File: config.mk
export PLATFORM = sky130hd
export DESIGN_NAME = calc1_port_driver
export DESIGN_NICKNAME = d
export VERILOG_FILES = /design/src/rtl/calc1_port_driver.sv
export SDC_FILE = /design/constraint.sdc
export NUM_CORES = 1
export LEC_CHECK = 0
export ABC_AREA = 1
export CELL_PAD_IN_SITES_DETAIL_PLACEMENT = 1
export CELL_PAD_IN_SITES_GLOBAL_PLACEMENT = 1
export CORE_AREA = 4 4 122 124
export CTS_CLUSTER_DIAMETER = 200
export DETAILED_ROUTE_END_ITERATION = 10
export DIE_AREA = 0 0 126 128
export PLACE_DENSITY_LB_ADDON = 0.15
export SLEW_MARGIN = 20
export SYNTH_ARGS = -nofsm -noshare
export SYNTH_HDL_FRONTEND = slang
export SYNTH_SLANG_ARGS = --single-unit
File: constraint.sdc
create_clock -name c_clk -period 5.4 [get_ports c_clk]
set_input_delay 0.81 -clock c_clk [delete_from_list [all_inputs] [get_ports c_clk]]
set_output_delay 0.81 -clock c_clk [all_outputs]
set_load 0.03 [all_outputs]
File: src/rtl/calc1_port_driver.sv
// calc1_port_driver
// Upstream request sequencer for one calc1 port. Takes a complete operation
// (cmd, operand1, operand2) over valid/ready. Drives it onto calc1's two-cycle
// request protocol: command + operand1, then operand2. Waits for calc1's
// response and presents response code and result over a valid/ready result
// interface. Only one operation is outstanding at a time.
//
// Build option: define CALC1_DRV_TIMEOUT_EN to add a saturating watchdog.
// The watchdog forces a timeout result (resp 3) TIMEOUT edges after accept
// if calc1 stays silent. Without it, the driver waits indefinitely for calc1.
module calc1_port_driver #(
    parameter int DATA_W  = 32,
    parameter int CMD_W   = 4,
    parameter int TIMEOUT = 64
) (
    input  logic              c_clk,
    input  logic              reset,
    input  logic              op_valid,
    output logic              op_ready,
    input  logic [CMD_W-1:0]  op_cmd,
    input  logic [DATA_W-1:0] op_data1,
    input  logic [DATA_W-1:0] op_data2,
    output logic [CMD_W-1:0]  req_cmd_out,
    output logic [DATA_W-1:0] req_data_out,
    input  logic [1:0]        calc_resp,
    input  logic [DATA_W-1:0] calc_data,
    output logic              res_valid,
    input  logic              res_ready,
    output logic [1:0]        res_resp,
    output logic [DATA_W-1:0] res_data,
    output logic              busy
);

    // Response codes presented on res_resp.
    localparam logic [1:0] RESP_OK      = 2'd1;
    localparam logic [1:0] RESP_ERR     = 2'd2;
    localparam logic [1:0] RESP_TIMEOUT = 2'd3;

    // The watchdog counter is 8 bits wide, so TIMEOUT-1 must fit in it.
    if (TIMEOUT < 2 || TIMEOUT > 256) begin : g_bad_timeout
        $error("calc1_port_driver: TIMEOUT must be in 2..256");
    end

    typedef enum logic [2:0] {
        ST_IDLE = 3'd0,
        ST_CMD  = 3'd1,
        ST_OPND = 3'd2,
        ST_WAIT = 3'd3,
        ST_HOLD = 3'd4
    } state_t;

    state_t state_reg, state_next;

    logic              op_ready_reg,  op_ready_next;
    logic [CMD_W-1:0]  req_cmd_reg,   req_cmd_next;
    logic [DATA_W-1:0] req_data_reg,  req_data_next;
    logic [DATA_W-1:0] op2_reg,       op2_next;
    logic              res_valid_reg, res_valid_next;
    logic [1:0]        res_resp_reg,  res_resp_next;
    logic [DATA_W-1:0] res_data_reg,  res_data_next;
    logic              busy_reg,      busy_next;

    logic accept;
    logic in_flight;
    logic resp_hit;
    logic timeout_hit;

    // An accept needs the registered op_ready, which is only high in IDLE.
    assign accept    = op_valid && op_ready_reg && (state_reg == ST_IDLE);
    assign in_flight = (state_reg == ST_CMD) || (state_reg == ST_OPND) ||
                       (state_reg == ST_WAIT);
    assign resp_hit  = in_flight && (calc_resp != 2'd0);

`ifdef CALC1_DRV_TIMEOUT_EN
    localparam logic [7:0] TIMEOUT_LAST = 8'(TIMEOUT - 1);

    logic [7:0] wdog_reg, wdog_next;

    // Watchdog: cleared on accept, counts (saturating) while calc1 owes a response.
    always_comb begin
        wdog_next = wdog_reg;
        if (accept) begin
            wdog_next = 8'd0;
        end else if (in_flight && (wdog_reg != 8'hFF)) begin
            wdog_next = wdog_reg + 8'd1;
        end
    end

    // Watchdog register.
    always_ff @(posedge c_clk or posedge reset) begin
        if (reset) begin
            wdog_reg <= 8'd0;
        end else begin
            wdog_reg <= wdog_next;
        end
    end

    assign timeout_hit = in_flight && (wdog_reg == TIMEOUT_LAST);
`else
    assign timeout_hit = 1'b0;
`endif

    // Next-state and next-output logic. Response capture outranks the timeout.
    // The timeout in turn outranks the normal CMD->OPND->WAIT progression.
    always_comb begin
        state_next     = state_reg;
        req_cmd_next   = req_cmd_reg;
        req_data_next  = req_data_reg;
        op2_next       = op2_reg;
        res_valid_next = res_valid_reg;
        res_resp_next  = res_resp_reg;
        res_data_next  = res_data_reg;

        case (state_reg)
            ST_IDLE: begin
                req_cmd_next  = '0;
                req_data_next = '0;
                if (accept) begin
                    if (op_cmd != '0) begin
                        req_cmd_next  = op_cmd;
                        req_data_next = op_data1;
                        op2_next      = op_data2;
                        state_next    = ST_CMD;
                    end else begin
                        // Command 0 is rejected locally; calc1 never sees it.
                        res_valid_next = 1'b1;
                        res_resp_next  = RESP_ERR;
                        res_data_next  = '0;
                        state_next     = ST_HOLD;
                    end
                end
            end

            ST_CMD, ST_OPND, ST_WAIT: begin
                if (resp_hit) begin
                    res_valid_next = 1'b1;
                    res_resp_next  = calc_resp;
                    res_data_next  = (calc_resp == RESP_OK) ? calc_data : '0;
                    req_cmd_next   = '0;
                    req_data_next  = '0;
                    state_next     = ST_HOLD;
                end else if (timeout_hit) begin
                    res_valid_next = 1'b1;
                    res_resp_next  = RESP_TIMEOUT;
                    res_data_next  = '0;
                    req_cmd_next   = '0;
                    req_data_next  = '0;
                    state_next     = ST_HOLD;
                end else if (state_reg == ST_CMD) begin
                    req_cmd_next  = '0;
                    req_data_next = op2_reg;
                    state_next    = ST_OPND;
                end else if (state_reg == ST_OPND) begin
                    req_data_next = '0;
                    state_next    = ST_WAIT;
                end else begin
                    req_cmd_next  = '0;
                    req_data_next = '0;
                end
            end

            ST_HOLD: begin
                // Late or spurious calc1 responses are ignored here.
                if (res_ready) begin
                    res_valid_next = 1'b0;
                    res_resp_next  = 2'd0;
                    res_data_next  = '0;
                    state_next     = ST_IDLE;
                end
            end

            default: begin
                req_cmd_next   = '0;
                req_data_next  = '0;
                res_valid_next = 1'b0;
                res_resp_next  = 2'd0;
                res_data_next  = '0;
                state_next     = ST_IDLE;
            end
        endcase

        // Registered status follows the state being entered, so both
        // reflect the current state in the cycle after each edge.
        op_ready_next = (state_next == ST_IDLE);
        busy_next     = (state_next != ST_IDLE);
    end

    // State and output registers; reset drops any in-flight operation.
    always_ff @(posedge c_clk or posedge reset) begin
        if (reset) begin
            state_reg     <= ST_IDLE;
            op_ready_reg  <= 1'b0;
            req_cmd_reg   <= '0;
            req_data_reg  <= '0;
            op2_reg       <= '0;
            res_valid_reg <= 1'b0;
            res_resp_reg  <= 2'd0;
            res_data_reg  <= '0;
            busy_reg      <= 1'b0;
        end else begin
            state_reg     <= state_next;
            op_ready_reg  <= op_ready_next;
            req_cmd_reg   <= req_cmd_next;
            req_data_reg  <= req_data_next;
            op2_reg       <= op2_next;
            res_valid_reg <= res_valid_next;
            res_resp_reg  <= res_resp_next;
            res_data_reg  <= res_data_next;
            busy_reg      <= busy_next;
        end
    end

    assign op_ready     = op_ready_reg;
    assign req_cmd_out  = req_cmd_reg;
    assign req_data_out = req_data_reg;
    assign res_valid    = res_valid_reg;
    assign res_resp     = res_resp_reg;
    assign res_data     = res_data_reg;
    assign busy         = busy_reg;

endmodule
# [Word level (Yosys, flattened, before mapping)]
# Index checks and enable logic that the tools add are counted.
[totals] wordCells=68 out_inout_bits=73 inputBits=106 register_bits=108
[op_classes] n_bitwise=1 n_eq_ne=10 n_reduce_logical=14 muxes=34
[ops] op="$mux 32" count=9
[ops] op="$pmux 32 s3" count=2
[ops] op="$mux 4" count=5
[ops] op="$mux 3" count=6
[ops] op="$pmux 4 s3" count=1
[ops] op="$pmux 3 s3" count=1
[ops] op="$mux 2" count=4
[ops] op="$ne 2x2->1 const B" count=4
[ops] op="$eq 3x2->1 const B" count=2
[ops] op="$logic_not 3->1" count=2
[ops] op="$pmux 2 s3" count=1
[ops] op="$mux 1" count=4
[ops] op="$ne 4x4->1 const B" count=1
[ops] op="$reduce_and 4->1" count=1
[ops] op="$reduce_bool 4->1" count=1
[ops] op="$eq 3x1->1 const B" count=1
[ops] op="$eq 3x3->1 const B" count=1
[ops] op="$logic_and 1x1->1" count=3
[ops] op="$pmux 1 s3" count=1
[ops] op="$reduce_and 3->1" count=1
[ops] op="$reduce_bool 3->1" count=1
[ops] op="$reduce_or 3->1" count=1
[ops] op="$eq 2x1->1 const B" count=1
[ops] op="$logic_or 1x1->1" count=2
[ops] op="3 further kinds" count=3

# [Logic depth before layout (Yosys ltp)]
# Gate-level depths: netlist of the first run.
[depth] ltp_word=7 depth_mapped=9 mapped_depth_nobuf=8

# [Least setup slack after synthesis of the first run]
# Ideal clock, no wire load.
[synth_timing] path_type="input to register" from="input op_cmd[0]" to="register req_data_reg[0] (netlist: req_data_out[0])" stages=8 setup_ns=0.124 path_buffers=2 required_ns=5.276 setup_slack_ns=3.744 arrival_time_ns=1.531 path_cell_list="nor2_1 -> nand2_1 -> inv_1 -> nor2_1 -> buf_4 -> buf_6 -> nand2_1 -> nand3_1"
[synth_between] elab_chain_cells=4
[synth_rtl] element="from (decl)" line="20" source="input logic [CMD_W-1:0] op_cmd,"
[synth_rtl] element="$reduce_bool 4->1" line="119" source="if (op_cmd != '0) begin"
[synth_rtl] element="$mux 32" line="119"
[synth_rtl] element="$mux 32" line="118" source="if (accept) begin"
[synth_rtl] element="$pmux 32 s3" line="114" source="case (state_reg)"
[synth_rtl] element="to (signal assigned)" line="204" source="req_data_reg <= req_data_next;"
[synth_rtl] element="to (decl)" line="56" source="logic [DATA_W-1:0] req_data_reg, req_data_next;"
# No other way between the ends.
# A chain may end at the register's enable or synchronous reset.

# [Final worst setup path of the first run]
[layout_timing] from="input op_valid" to="register req_data_reg[4] (netlist: req_data_out[4])"
[layout_between] elab_chain_cells=4
[layout_rtl] element="from (decl)" line="18" source="input logic op_valid,"
[layout_rtl] element="$logic_and 1x1->1 (2 in a row)" line="69" source="assign accept = op_valid && op_ready_reg && (state_reg == ST_IDLE);"
[layout_rtl] element="$mux 32" line="118"
[layout_rtl] element="$pmux 32 s3" line="114"
# No other way between the ends.

==> flow_metrics.env, run 1 <==
export IMPL_outcome="completed"
export IMPL_overflow=0
export IMPL_vias=3977
export IMPL_ys_ff_latch=108
export IMPL_final_cell_area_sq_um=6660
export IMPL_dp_hpwl_mm=9.57
export IMPL_die_h_um=128
export IMPL_antenna_cells=0
export IMPL_p_per_area_nw_per_um2=520
export IMPL_htreeDepth=3
export IMPL_tightest_slew_ns=0.924
export IMPL_yosys_top_cells_area="dfrtp_1, nand2_1, nand3_1, buf_6, buf_4"
export IMPL_rows=43
export IMPL_avgSynthCellArea_sq_um=8.55
export IMPL_cp_end_kind="flip-flop"
export IMPL_antenna_found_initial=0
export IMPL_wl_mm=13.3
export IMPL_p_seq_share_pct=37.1
export IMPL_cts_tree="yes"
export IMPL_setup_viol=0
export IMPL_arrival_ns=2.92
export IMPL_insertion_delay_ns=0.34
export IMPL_tns_ns=0
export IMPL_wl_per_cell_um=15.2
export IMPL_critPathKind="in -> reg"
export IMPL_io_buffers=178
export IMPL_firstDrtPassIters=4
export IMPL_placed_area_sq_um=6320
export IMPL_synth_cell_types=16
export IMPL_numCtsBuffers=9
export IMPL_synthesis_nets=626
export IMPL_holdBufCountCts=0
export IMPL_whs_ns=0.471
export IMPL_synth_top_area_share_pct=60.8
export IMPL_nets=796
export IMPL_fin_util_pct=48.3
export IMPL_cts_sinks=108
export IMPL_yosysWarnings=0
export IMPL_drtIter0Drc=156
export IMPL_crit_required_ns=5.68
export IMPL_p_switching_uw=1380
export IMPL_fin_crit_sh_pct=48.8
export IMPL_grt_pass1_wl_mm=21.8
export IMPL_post_cts_buffers=0
export IMPL_power_uw=3460
export IMPL_crit_fanout=43
export IMPL_grt_max_degree=85
export IMPL_pwr_share_clk_pct=21.1
export IMPL_die_area_sq_um=16100
export IMPL_drive_above_1_share_pct=5.18
export IMPL_cts_buffer_depth=2
export IMPL_clk_pin_slew_ns=0.07
export IMPL_synth_top_area_cell="dfrtp_1"
export IMPL_die_width_um=126
export IMPL_initial_core_util_pct=32.3
export IMPL_fmax_ghz=0.379
export IMPL_post_cts_resize_count=0
export IMPL_finalClockSkew_ns=0.00784
export IMPL_drv_cap=0
export IMPL_hold_viol_final=0
export IMPL_whs_path_depth=2
export IMPL_r2r_start="state_reg[0]"
export IMPL_min_to="res_data[31]"
export IMPL_area_growth_pct=49.6
export IMPL_worst_ir_drop_vdd_mv=0.204
export IMPL_critPathLaunchType="input port"
export IMPL_max_slew_margin_rel_pct=38.2
export IMPL_viasPerCell=4.55
export IMPL_min_from="res_data[31]"
export IMPL_grtUsageTotal_pct=16.7
export IMPL_min_period_ns=2.64
export IMPL_core_area_sq_um=13800
export IMPL_hold_path_class="reg -> reg"
export IMPL_power_leakage_uw=0.00327
export IMPL_gp_congestion=0.812
export IMPL_reg2regPathDepth=6
export IMPL_r2r_slack_ns=3.24
export IMPL_synth_area_sq_um=4450
export IMPL_root_buffer="clkbuf_16"
export IMPL_comb_power_share_pct=41.7
export IMPL_slew_violations=0
export IMPL_yosysSeqAreaShare_pct=60.8
export IMPL_drtAntennaViolNets=0
export IMPL_r2r_end="req_data_out[4]"
export IMPL_rsz0062_at_grt="no"
export IMPL_num_io_pins=179
export IMPL_grt_pass1_vias=4272
export IMPL_power_switching_share_pct=39.8
export IMPL_drc_errors=0
export IMPL_p_int_uw=2080
export IMPL_netlist_instances=520
-- cell usage in the layout, fill, tap and decap left out, types with 3 or more instances in the layout --
cell               n
inv_1              7
nand2_2            4
nand3_1           41
nand2_1          319
clkdlybuf4s50_1  178
nor2_1             3
clkbuf_16          9
buf_4              3
inv_2              4
nor2_4             4
dfrtp_1          108
-- area by class of cell --
type | instances | area, sq um
Fill cell | 1632 | 7120
Sequential cell | 108 | 2700
Timing Repair Buffer | 181 | 1800
Multi-Input combinational cell | 378 | 1540
Clock buffer | 11 | 253
Tap cell | 180 | 225
Clock inverter | 5 | 81.3
Inverter | 12 | 50.0
-- worst max path at each step --
stage	startpoint	endpoint	slack, ns	depth (start not counted)
floorplan	reset	busy	1.74	1
global placement	op_valid	req_data_out[4]	2.43	8
detailed placement	op_valid	req_data_out[9]	2.37	8
CTS	op_valid	op2_reg[10]	2.73	8
global route	op_valid	req_data_out[8]	2.54	8
finish	op_valid	req_data_out[4]	2.76	8
-- cell families (layout without fill, tap and decap cells) --
logic type,count (synthesis),after routing,synth area share (%)
AO/OA/AOI/OAI,3,3,0.337
AND/OR/NAND/NOR,375,375,34.0
buffers and inverters,34,209,4.95
flip-flops,108,108,60.8
-- stage by stage --
step | cells | worst slack (ns)
floorplan | 520 | 1.74
global placement | 859 | 2.43
detailed placement | 859 | 2.37
CTS | 875 | 2.73
global route | 875 | 2.54
finish | 875 | 2.76
-- synth_stat cells --
master / n
nand2_4: 1
a21oi_1: 2
nand2_2: 4
nor2_1: 4
inv_1: 9
inv_2: 3
buf_2: 8
nor2_2: 2
o21ai_0: 1
buf_6: 8
nand2_1: 319
nor2_4: 3
buf_4: 6
dfrtp_1: 108
nand3_1: 41
nor3_2: 1
-- worst max-delay path, stage by stage --
cell             delay (ns)
clkdlybuf4s50_1        0.48
nand2_1                0.10
inv_1                  0.09
nand3_1                0.12
nor2_4                 0.72
buf_4                  0.40
nand2_1                0.09
nand3_1                0.08
-- power groups by stage --
stage	clock network [uW]	registers (uW)	logic, uW
after floorplan	0	1630	549
after global placement	0	1290	1430
after detailed placement	0	1300	1470
after CTS	749	1290	1470
after global routing	779	1330	1580
final	732	1290	1450
-- per-layer routing --
metal	part of all wire (%)	global-route usage (%)
met1	45	22.1
met2	47	27.5
met3	6.1	4.00
met4	1.2	4.73
met5	0	0
(Power assumes the default switching activity.)
==> run 2, diff against run 1 <==
--- a/config.mk
+++ b/config.mk
@@ -8,10 +8,10 @@
 export ABC_AREA = 1
 export CELL_PAD_IN_SITES_DETAIL_PLACEMENT = 1
 export CELL_PAD_IN_SITES_GLOBAL_PLACEMENT = 1
-export CORE_AREA = 4 4 122 124
+export CORE_AREA = 4 4 132 134
 export CTS_CLUSTER_DIAMETER = 200
 export DETAILED_ROUTE_END_ITERATION = 10
-export DIE_AREA = 0 0 126 128
+export DIE_AREA = 0 0 136 138
 export PLACE_DENSITY_LB_ADDON = 0.15
 export SLEW_MARGIN = 20
 export SYNTH_ARGS = -nofsm -noshare
==> constraint.sdc (replaced) <==
create_clock -name c_clk -period 2.3 [get_ports c_clk]
set_input_delay 0.345 -clock c_clk [delete_from_list [all_inputs] [get_ports c_clk]]
set_output_delay 0.345 -clock c_clk [all_outputs]
set_load 0.03 [all_outputs]
==> run 2 against run 1 <==
Net effect:
- hold slack barely moved
- clock power rose by 100%
- register-to-register slack got worse by 2.6 ns
- first-iteration DRC count fell by 35%
- critical path type is now reg -> out
- largest power group unchanged
- highest routed layer unchanged
==> flow_metrics.env, run 2 (same netlist as run 1, synthesis figures left out) <==
export IMPL_nets=802
export IMPL_crit_slowest_cell="clkdlybuf4s50_1"
export IMPL_core_area_sq_um=16300
export IMPL_whs_ns=0.471
export IMPL_num_io_pins=179
export IMPL_min_period_ns=1.78
export IMPL_rsz0062_at_grt="no"
export IMPL_critPathKind="reg -> out"
export IMPL_holdBufCountCts=0
export IMPL_hold_viol_final=0
export IMPL_multi_input_area_sq_um=1540
export IMPL_die_width_um=136
export IMPL_finalClockSkew_ns=0.00480
export IMPL_drtIter0Drc=101
export IMPL_outcome="completed"
export IMPL_overflow=0
export IMPL_p_seq_share_pct=37.7
export IMPL_power_switching_share_pct=40.3
export IMPL_drtAntennaViolNets=0
export IMPL_post_cts_resize_count=0
export IMPL_placed_area_sq_um=6460
export IMPL_slew_violations=0
export IMPL_r2r_slack_ns=0.68
export IMPL_max_slew_margin_rel_pct=58.8
export IMPL_crit_required_ns=1.96
export IMPL_cts_tree="yes"
export IMPL_whs_path_depth=2
export IMPL_min_to="op2_reg[8]"
export IMPL_grtUsageTotal_pct=14.7
export IMPL_gp_congestion=0.743
export IMPL_grt_pass1_vias=4378
export IMPL_cp_end_kind="output pin"
export IMPL_met1_length_mm=6.41
export IMPL_vias=3988
export IMPL_dr_wl_met3_um=957
export IMPL_power_leakage_uw=0.00328
export IMPL_critPathLaunchType="flip-flop"
export IMPL_dp_hpwl_mm=9.86
export IMPL_post_cts_buffers=0
export IMPL_critPathBufInv=1
export IMPL_p_per_area_nw_per_um2=1190
export IMPL_antenna_found_initial=0
export IMPL_root_buffer="clkbuf_16"
export IMPL_cts_sinks=108
export IMPL_comb_power_share_pct=43.5
export IMPL_cpPeakStageDelay_ns=0.69
export IMPL_final_cell_area_sq_um=6740
export IMPL_worst_ir_drop_vdd_mv=0.434
export IMPL_clk_pin_slew_ns=0.07
export IMPL_r2r_start="state_reg[0]"
export IMPL_initial_core_util_pct=27.3
export IMPL_routed_top_layer="met4"
export IMPL_grt_pass1_wl_mm=22.3
export IMPL_setup_viol=0
export IMPL_min_from="op2_reg[8]"
export IMPL_tightest_slew_ns=0.617
export IMPL_grt_max_degree=109
export IMPL_cpLargestDelayFamily="buffers and inverters"
export IMPL_arrival_ns=1.43
export IMPL_drive_above_1_share_pct=5.29
export IMPL_fin_crit_sh_pct=77.3
export IMPL_pwr_share_clk_pct=18.7
export IMPL_cts_buffer_depth=2
export IMPL_fin_ws_ns=0.522
export IMPL_tns_ns=0
export IMPL_hold_path_class="reg -> reg"
export IMPL_fmax_ghz=0.562
export IMPL_viasPerCell=4.34
export IMPL_die_area_sq_um=18800
export IMPL_rows=47
export IMPL_final_cell_mix="nand2_1, clkdlybuf4s50_1, dfrtp_1"
export IMPL_wl_mm=13.6
export IMPL_htreeDepth=3
export IMPL_antenna_cells=0
export IMPL_io_buffers=178
export IMPL_register_area_sq_um=2700
export IMPL_r2r_end="req_data_out[30]"
export IMPL_wl_per_cell_um=14.8
export IMPL_layout_commonest_cell="nand2_1"
export IMPL_drv_cap=0
export IMPL_firstDrtPassIters=4
export IMPL_n_fill_cell=1917
export IMPL_p_int_uw=4790
export IMPL_die_h_um=138
export IMPL_crit_fanout=2
export IMPL_drc_errors=0
export IMPL_p_switching_uw=3230
export IMPL_numCtsBuffers=9
export IMPL_wl_met2_mm=6.17
export IMPL_insertion_delay_ns=0.34
export IMPL_pre_cts_slack_ns=0.383
export IMPL_reg2regPathDepth=6
export IMPL_crit_path_cell_trace="clkdlybuf4s50_1"
export IMPL_area_growth_pct=51.5
## run 2: changes by cell type in the layout (fill, tap and decap cells not counted)
cell and change:
inv_1 +1, buf_4 +2, bufinv_16 -1, inv_6 -2, clkbuf_8 -2, buf_12 +4, clkbuf_1 +2, clkinv_2 +1
inv_2 -1
## run 2: power groups by stage
stage                     Combinational (uW)  Clock [uW]  Sequential, uW
final                                   3490        1500            3020
after detailed placement                3550           0            3060
after global routing                    3810        1650            3120
after CTS                               3570        1580            3030
after floorplan                         1290           0            3820
after global placement                  3480           0            3030
## run 2: worst reg2reg max path: stages (launching register included)
cell,delay (ns)
dfrtp_1,0.44
nor2_4,0.19
nand2_1,0.10
inv_1,0.43
buf_12,0.24
nand2_1,0.08
nand3_1,0.08
## run 2: final cells by class
| type | count | share of cell area [%] |
|---|---|---|
| Multi-Input combinational cell | 378 | 22.8 |
| Sequential cell | 108 | 40.1 |
| Clock buffer | 11 | 3.45 |
| Clock inverter | 3 | 0.594 |
| Timing Repair Buffer | 187 | 28.2 |
| Inverter | 12 | 0.724 |
| Tap cell | 220 | 4.09 |
## run 2: how the worst max path moves through the flow
stage | from | end | slack [ns] | depth (start not counted)
4_1_cts | req_data_out[22] | req_data_out[22] | 0.50 | 1
6_report | req_data_out[1] | req_data_out[1] | 0.52 | 1
3_5_place_dp | op_valid | req_data_out[19] | 0.38 | 8
3_3_place_gp | op_valid | req_data_out[17] | 0.41 | 8
2_1_floorplan | reset | busy | 0.65 | 1
5_1_grt | state_reg[0] | req_data_out[16] | 0.47 | 6
## run 2: through the flow
stage / std cells / total power, uW / util, %
6_report: 919 / 8020 / 41.4
5_1_grt: 919 / 8580 / 41.4
4_1_cts: 919 / 8180 / 41.4
3_5_place_dp: 905 / 6610 / 39.7
3_3_place_gp: 905 / 6520 / 39.7
2_1_floorplan: 520 / 5110 / -
## run 2: routing by layer
metal / GRT usage, % / up-vias
met5: 0 / -
met4: 3.02 / 0
met3: 4.94 / 8
met2: 23.3 / 127
met1: 19.6 / 1917
li1: - / 1936
